File: src/rtl/ahfp_pkg.sv
// Shared types for the AHFP drain block: data word width, word typedef and pointer-width helper.
package ahfp_pkg;

    localparam int AHFP_WIDTH = 32;

    typedef logic [AHFP_WIDTH-1:0] ahfp_word_t;

    function automatic int ahfp_ptr_w(input int depth);
        return (depth > 1) ? $clog2(depth) : 1;
    endfunction

endpackage

File: src/rtl/ahfp_drain_fifo.sv
// First-word fall-through FIFO for the drain block; any DEPTH >= 2, pointers wrap explicitly.
// With AHFP_DRAIN_CHECK_EN defined, a write into a full FIFO without a same-cycle pop is dropped and flagged on ovf_o.
module ahfp_drain_fifo
    import ahfp_pkg::*;
#(
    parameter  int DEPTH = 12,
    localparam int PW    = ahfp_ptr_w(DEPTH),
    localparam int CW    = $clog2(DEPTH + 1)
) (
    input  logic          clk,
    input  logic          rst,
    input  logic          wr_en_i,
    input  ahfp_word_t    wr_data_i,
    input  logic          rd_ready_i,
    output logic          rd_valid_o,
    output ahfp_word_t    rd_data_o,
    output logic [CW-1:0] count_o
`ifdef AHFP_DRAIN_CHECK_EN
    ,
    output logic          ovf_o
`endif
);

    ahfp_word_t    mem_q [DEPTH];
    logic [PW-1:0] wr_ptr_q, wr_ptr_d;
    logic [PW-1:0] rd_ptr_q, rd_ptr_d;
    logic [CW-1:0] count_q, count_d;
    logic          pop;
    logic          wr_acc;

    function automatic logic [PW-1:0] ptr_inc(input logic [PW-1:0] p);
        return (p == PW'(DEPTH - 1)) ? '0 : p + PW'(1);
    endfunction

    assign pop = (count_q != '0) && rd_ready_i;

`ifdef AHFP_DRAIN_CHECK_EN
    logic full;
    assign full   = (count_q == CW'(DEPTH));
    assign wr_acc = wr_en_i && !(full && !pop);
    assign ovf_o  = wr_en_i && full && !pop;
`else
    assign wr_acc = wr_en_i;
`endif

    always_comb begin
        wr_ptr_d = wr_acc ? ptr_inc(wr_ptr_q) : wr_ptr_q;
        rd_ptr_d = pop ? ptr_inc(rd_ptr_q) : rd_ptr_q;
        count_d  = count_q;
        unique case ({wr_acc, pop})
            2'b10:   count_d = count_q + CW'(1);
            2'b01:   count_d = count_q - CW'(1);
            default: count_d = count_q;
        endcase
    end

    // Storage is deliberately left unreset; the output mask hides stale words.
    always_ff @(posedge clk) begin
        if (wr_acc) begin
            mem_q[wr_ptr_q] <= wr_data_i;
        end
    end

    always_ff @(posedge clk or posedge rst) begin
        if (rst) begin
            wr_ptr_q <= '0;
            rd_ptr_q <= '0;
            count_q  <= '0;
        end else begin
            wr_ptr_q <= wr_ptr_d;
            rd_ptr_q <= rd_ptr_d;
            count_q  <= count_d;
        end
    end

    assign rd_valid_o = (count_q != '0);
    assign rd_data_o  = rd_valid_o ? mem_q[rd_ptr_q] : '0;
    assign count_o    = count_q;

endmodule

File: src/rtl/ahfp_pipeline_drain.sv
// Drain end of the AHFP stall-free pipeline: credit-gated issue plus a result FIFO. Optional checks: AHFP_DRAIN_CHECK_EN.
// out_valid/out_ready: a word transfers on any rising edge where both are high; out_data is stable while out_valid waits.
module ahfp_pipeline_drain
    import ahfp_pkg::*;
#(
    parameter  int N     = 10,
    parameter  int DEPTH = 12,
    localparam int CW    = $clog2(DEPTH + 1)
) (
    input  logic       clk,
    input  logic       rst,
    input  logic       issue_valid,
    output logic       issue_ok,
    input  logic       res_valid,
    input  ahfp_word_t res_data,
    output logic       out_valid,
    input  logic       out_ready,
    output ahfp_word_t out_data,
    output logic       err
);

    if (N < 1 || DEPTH < 2) begin : g_bad_cfg
        $error("ahfp_pipeline_drain: N must be >= 1 and DEPTH >= 2");
    end

    logic [CW-1:0] inflight_q, inflight_d;
    logic [CW-1:0] count;
    logic [CW:0]   credit_used;
    logic          issue_cnt;
    logic          res_dec;
    logic          wr_en;

    // Every slot is either occupied or reserved by an operand still in the pipeline.
    assign credit_used = {1'b0, count} + {1'b0, inflight_q};
    assign issue_ok    = credit_used < (CW + 1)'(DEPTH);

`ifdef AHFP_DRAIN_CHECK_EN
    logic err_q, err_d;
    logic ovf;

    assign issue_cnt = issue_valid && issue_ok;
    assign res_dec   = res_valid && (inflight_q != '0);
    assign wr_en     = res_dec;
    assign err_d     = err_q
                     || (issue_valid && !issue_ok)
                     || (res_valid && (inflight_q == '0))
                     || ovf;

    always_ff @(posedge clk or posedge rst) begin
        if (rst) begin
            err_q <= 1'b0;
        end else begin
            err_q <= err_d;
        end
    end

    assign err = err_q;
`else
    assign issue_cnt = issue_valid;
    assign res_dec   = res_valid;
    assign wr_en     = res_valid;
    assign err       = 1'b0;
`endif

    always_comb begin
        inflight_d = inflight_q;
        unique case ({issue_cnt, res_dec})
            2'b10:   inflight_d = inflight_q + CW'(1);
            2'b01:   inflight_d = inflight_q - CW'(1);
            default: inflight_d = inflight_q;
        endcase
    end

    always_ff @(posedge clk or posedge rst) begin
        if (rst) begin
            inflight_q <= '0;
        end else begin
            inflight_q <= inflight_d;
        end
    end

    ahfp_drain_fifo #(
        .DEPTH(DEPTH)
    ) u_fifo (
        .clk       (clk),
        .rst       (rst),
        .wr_en_i   (wr_en),
        .wr_data_i (res_data),
        .rd_ready_i(out_ready),
        .rd_valid_o(out_valid),
        .rd_data_o (out_data),
        .count_o   (count)
`ifdef AHFP_DRAIN_CHECK_EN
        ,
        .ovf_o     (ovf)
`endif
    );

endmodule

File: config.mk
export PLATFORM = sky130hd
export DESIGN_NAME = ahfp_pipeline_drain
export DESIGN_NICKNAME = d
export VERILOG_FILES = /design/src/rtl/ahfp_pkg.sv /design/src/rtl/ahfp_drain_fifo.sv /design/src/rtl/ahfp_pipeline_drain.sv
export SDC_FILE = /design/constraint.sdc
export NUM_CORES = 1
export LEC_CHECK = 0
export ABC_AREA = 0
export BUFFER_PORTS_ARGS = -buffer_cell sky130_fd_sc_hd__buf_4
export CORE_MARGIN = 2
export CORE_UTILIZATION = 55
export CTS_CLUSTER_SIZE = 16
export DETAILED_ROUTE_END_ITERATION = 8
export PLACE_DENSITY = 0.75
export REMOVE_ABC_BUFFERS = 1
export SYNTH_ARGS = -nofsm -noshare
export SYNTH_HDL_FRONTEND = slang
export SYNTH_SLANG_ARGS = --single-unit
File: constraint.sdc
create_clock -name clk -period 3.37 [get_ports clk]
set_clock_uncertainty 0.1 [all_clocks]
set_input_delay 0.674 -clock clk [delete_from_list [all_inputs] [get_ports clk]]
set_output_delay 0.674 -clock clk [all_outputs]
set_load 0.03 [all_outputs]
Word-level counts from Yosys, hierarchy flattened
Memories as Yosys holds them, arrays and structs flattened.
Cells that the tools add are included.

storage, ports and cells
  flip-flop bits (word level) = 16
  memory bits (writable) = 384
  input port bits = 37
  memories kept = 1

operators by class
  add/sub/neg operators = 7
  magnitude comparators = 1
  equality and inequality tests = 6
  mux-type cells = 7
  reductions and logical operators = 4

memory list
  memory        words  width  rd ports  clocked after Yosys merged registers in  write ports  line                   RTL
  u_fifo.mem_q  12     32     1         0                                        1            ahfp_drain_fifo.sv:24  ahfp_word_t mem_q [DEPTH];

operator list
  operator               number
  $mux W32               1
  $add A4 B1 Y4 const B  4
  $pmux W4 S2            2
  $eq A4 B4 Y1 const B   2
  $mux W4                2
  $sub A4 B1 Y4 const B  2
  $add A4 B4 Y5          1
  $lt A5 B4 Y1 const B   1
  $eq A2 B1 Y1 const B   2
  $eq A2 B2 Y1 const B   2
  $reduce_bool A2 Y1     2
  $reduce_bool A4 Y1     1
  $mux W1                2
  $logic_and A1 B1 Y1    1

Depth between registers and ports, before layout
  depth after elaboration = 4
  gate-level depth with buffers = 10
  mapped depth without buffers = 9

Hierarchy
A second synthesis with hierarchy kept.

second synthesis, totals
  cell total of the unflattened synthesis = 843
  area, all modules = 16149.2 sq um

modules (own cells, without submodules)
  module               instances  cells each  area an instance (sq um)  sequential area each (sq um)
  ahfp_drain_fifo      1          800         15745.1                   11831.3
  ahfp_pipeline_drain  1          43          404.1                     100.1

Least setup slack after synthesis
No wires, ideal clock.

  path kind = input-to-reg
  start point = input res_valid
  end point = memory u_fifo.mem_q[3][0] (netlist name) (enable)
  library setup time = 0.463 ns
  arrival = 3.293 ns
  data required time = 2.807 ns
  path slack = -0.486 ns
  cell stages on the path = 3
  path buffers = 1
  path through = clkbuf_1 > nand2_1 > nor3_1

between the ends
  longest elaborated chain between the ends = 2

ends and longest elaborated chain
  what                           line                       RTL
  start, declared                ahfp_pipeline_drain.sv:14  input logic res_valid,
  $mux W1                        ahfp_drain_fifo.sv:59      if (wr_acc) begin
  $mux W1 (implied by the code)  ahfp_drain_fifo.sv:60      mem_q[wr_ptr_q] <= wr_data_i;
  end, declared                  ahfp_drain_fifo.sv:24

Every way passes these cells.

Worst setup path in the final report
  start point = register u_fifo.rd_ptr_q[0]
  end point = output out_data[4]

between the ends
  longest elaborated chain between the ends = 2

ends and longest elaborated chain
  what                    line                       RTL
  start, declared         ahfp_drain_fifo.sv:26      logic [PW-1:0] rd_ptr_q, rd_ptr_d;
  start signal, assigned  ahfp_drain_fifo.sv:71      rd_ptr_q <= rd_ptr_d;
  $mem_v2 Z12 W32         n/a
  $mux W32                ahfp_drain_fifo.sv:77      assign rd_data_o = rd_valid_o ? mem_q[rd_ptr_q] : '0;
  end, declared           ahfp_pipeline_drain.sv:18  output ahfp_word_t out_data,

Every way passes these cells.

==> PnR_summary.wiki <==
{| class="wikitable"
! Metric !! Value
|-
| Outcome || finished clean
|-
| Overall die height || 173 microns
|-
| Area growth from synthesis to layout || 15.6%
|-
| Number of violations reported at the end of detailed-routing iteration 0 || roughly 800
|-
| Number of iterations in the first detailed-routing pass || 8
|-
| # diodes || 0
|-
| Initial antenna violation count || 0
|-
| Maximum operating frequency || 0.309 GHz
|-
| Post-detailed-route wirelength per cell || 26.5 microns
|-
| Overall overflow remaining after global route || 0
|-
| Post-CTS Hold Buffers || 0
|-
| Clk Latency, worst-skew pair || 0.52 ns
|-
| Layout cell share with drive strength beyond 1 || 31.5%
|-
| Register-to-register path setup slack || around 0.66 ns
|-
| Library cell with the largest summed area after synthesis || edfxtp_1
|-
| Number of gates resized after cts || 0
|-
| Count of final setup violators || 0
|-
| Clock-pin slew of the registers on the worst-case setup and hold paths || 0.06 ns
|-
| Setup repair after global routing missed its margin || no
|-
| Worst path required time || between 2 and 3 ns
|-
| Yosys Warn Count || 0
|-
| Via count of the routed design || 7758
|-
| Cell area after technology mapping || 15800 sq um
|-
| Clock root cell || clkbuf_16
|-
| Final core utilization || approximately two thirds
|-
| Io pins || 72
|-
| Share of the synthesized area in the top cell type || 73.2%
|-
| Leakage power figure || between 6 and 7 nW
|-
| Maximum vdd drop || between 0.6 and 0.7 mV
|-
| Sort of element at the start of the critical path || register
|-
| Final critical-path required period || 3.23 ns
|-
| Clock tree buffer depth || 3
|-
| Number of nets in the final layout || 896
|-
| CTS sink cnt || 400
|-
| Wire length of the first global-routing pass || 50500 microns
|-
| Most common cell after layout, fill and taps aside || edfxtp_1
|-
| Most area-consuming cells after synthesis || edfxtp_1 (73%), mux4_2 (14%), dfrtp_1 (2.5%), mux2i_1 (2.2%), o21ai_0 (1.2%)
|-
| Actual slew at the worst max-slew pin || 0.666 ns
|-
| Critical path capture point type || output pin
|-
| Final WL || 33100 microns
|-
| Clock buffer count from CTS || 40
|-
| Per-instance average area after synthesis || 21.3 sq um
|-
| Die Width || 173 microns
|-
| Total power of the final layout || 16.1 mW
|-
| CP Data Arrival Time || roughly 2.5 ns
|-
| Commonest non-fill, non-tap cells in the layout || edfxtp_1 (384), mux4_2 (96), buf_4 (88)
|-
| Die footprint || between 30000 and 40000 sq um
|-
| Level count of the clock H-tree || 2
|-
| Maximum number of pins on one net before global-route repair || 34
|-
| Yosys reg bits || 400
|-
| DRC Markers || 0
|-
| Worst Path Class, Setup || reg -> out
|-
| Hold violation total from the final report || 0
|-
| Post-synthesis sequential area ratio || 75.7%
|-
| Biggest fanout along the worst timing path || 14
|-
| Total number of placement rows || 61
|-
| Clock tree from TritonCTS || yes
|-
| Class of the worst hold path || in -> async
|-
| Count of mapped cells out of synthesis || 741
|-
| Half-perimeter wire length of the detailed placement result || 18000 microns
|-
| Number of buffers added on ports || 70
|-
| Routed vias/inst || 6.21
|-
| RePlAce Congestion || 0.713
|-
| Initial core utilization || 56.3%
|-
| Worst slew margin || 55.6%
|-
| Power per unit of standard cell area || 882 nW/um^2
|-
| Global Route Usage Sum || 22.6%
|-
| Core area || 28000 sq um
|-
| Max-slew violations || 0
|-
| Post-detailed-route count of antenna-violating nets || 0
|-
| Distinct cells, synth || 40
|-
| Maximum capacitance violations || 0
|-
| Number of global-route vias before repair || 8354
|-
| Share of the clock period used by the worst path || 95.9%
|}
layout make-up:
cell class / instances / area, sq um
Timing Repair Buffer: 102 / 932
Clock buffer: 51 / 1080
Multi-Input combinational cell: 288 / 3580
Inverter: 12 / 45.0
Fill cell: 1810 / 9790
Sequential cell: 400 / 11900
Clock inverter: 18 / 163
Tap cell: 378 / 473
power breakdown:
part           internal, mW  leakage, nW  switching (mW)
clock network          2.44        0.610            1.81
logic                  2.42         1.78            3.07
registers              5.96         3.66           0.374
worst max-delay path, cell delays in order, from the launching register on:
cell	delay (ns)
dfrtp_4	0.58
buf_4	0.27
mux4_2	0.50
o21ai_0	0.30
a21oi_1	0.09
buf_4	0.19
kinds of logic (layout without fill, tap and decap cells):
family / after synthesis / after routing / synth area share, %
AOI/OAI and AO/OA: 89 / 89 / 3.19
xor gates and xnor gates: 8 / 8 / 0.445
adders and majority gates: 15 / 15 / 1.24
buffers and inverters: 53 / 183 / 2.06
DFF: 400 / 400 / 75.7
muxes: 132 / 132 / 16.0
other: 1 / 1 / 0.0238
and+or+nand+nor: 43 / 43 / 1.29
Yosys cell counts:
master / instances
a2111oi_0: 1
a21o_1: 4
a21oi_1: 36
a221oi_1: 1
a22o_1: 1
a311oi_1: 1
a31o_1: 1
a31oi_1: 1
a32oi_1: 1
buf_1: 2
buf_2: 11
buf_4: 7
buf_6: 10
buf_8: 1
clkbuf_1: 10
conb_1: 1
dfrtp_1: 16
edfxtp_1: 384
fa_1: 1
ha_1: 14
inv_1: 11
inv_2: 1
mux2_2: 2
mux2i_1: 34
mux4_2: 96
nand2_1: 13
nand2b_1: 5
nand3_1: 2
nand4b_1: 1
nor2_1: 13
nor3_1: 6
nor3b_1: 1
o21ai_0: 38
o21ai_1: 2
o22ai_1: 1
o41ai_4: 1
or4_1: 1
or4_4: 1
xnor2_1: 4
xor2_1: 4
layer usage:
metal  GRT usage [%]  part of all wire, %
met5               0                    0
met4            6.32                  2.1
met3            3.79                  6.2
met2            39.0                   53
met1            30.0                   39
through the flow:
| stage | hold slack (ns) | setup TNS, ns | area, sq um | cells | setup WS (ns) |
|---|---|---|---|---|---|
| final | 0.151 | 0 | 18200 | 1249 | 0.138 |
| after floorplan | 0.387 | -83.32 | 15500 | 700 | -1.88 |
| after CTS | 0.161 | 0 | 18200 | 1249 | 0.111 |
| after global placement | 0.405 | 0 | 17000 | 1179 | 0.593 |
| after detailed placement | 0.448 | 0 | 17000 | 1179 | 0.585 |
| after global routing | 0.215 | 0 | 18200 | 1249 | 0.00478 |
worst paths after layout:
kind | cells after the start | from | to
min in group clk | 1 | res_data[2] | u_fifo.mem_q[3][2]
min reg2reg | 2 | inflight_q[2] | inflight_q[2]
min | 2 | rst | inflight_q[1]
max | 5 | u_fifo.rd_ptr_q[0] | out_data[4]
max in group asynchronous | 2 | rst | u_fifo.rd_ptr_q[1]
max reg2reg | 9 | u_fifo.count_o[1] | u_fifo.count_o[2]
state kept, by name, indices dropped and copies added (netlist names):
register and count:
u_fifo.mem_q 384, inflight_q 4, u_fifo.count_o 4, u_fifo.rd_ptr_q 4, u_fifo.wr_ptr_q 4
timing repair:
| action | 4_1_cts | 5_1_grt |
|---|---|---|
| setup endpoints to repair | 1 | 0 |
| setup buffers | 1 | 0 |
| endpoints found under the hold margin | 0 | 0 |
(Power assumes the default switching activity.)
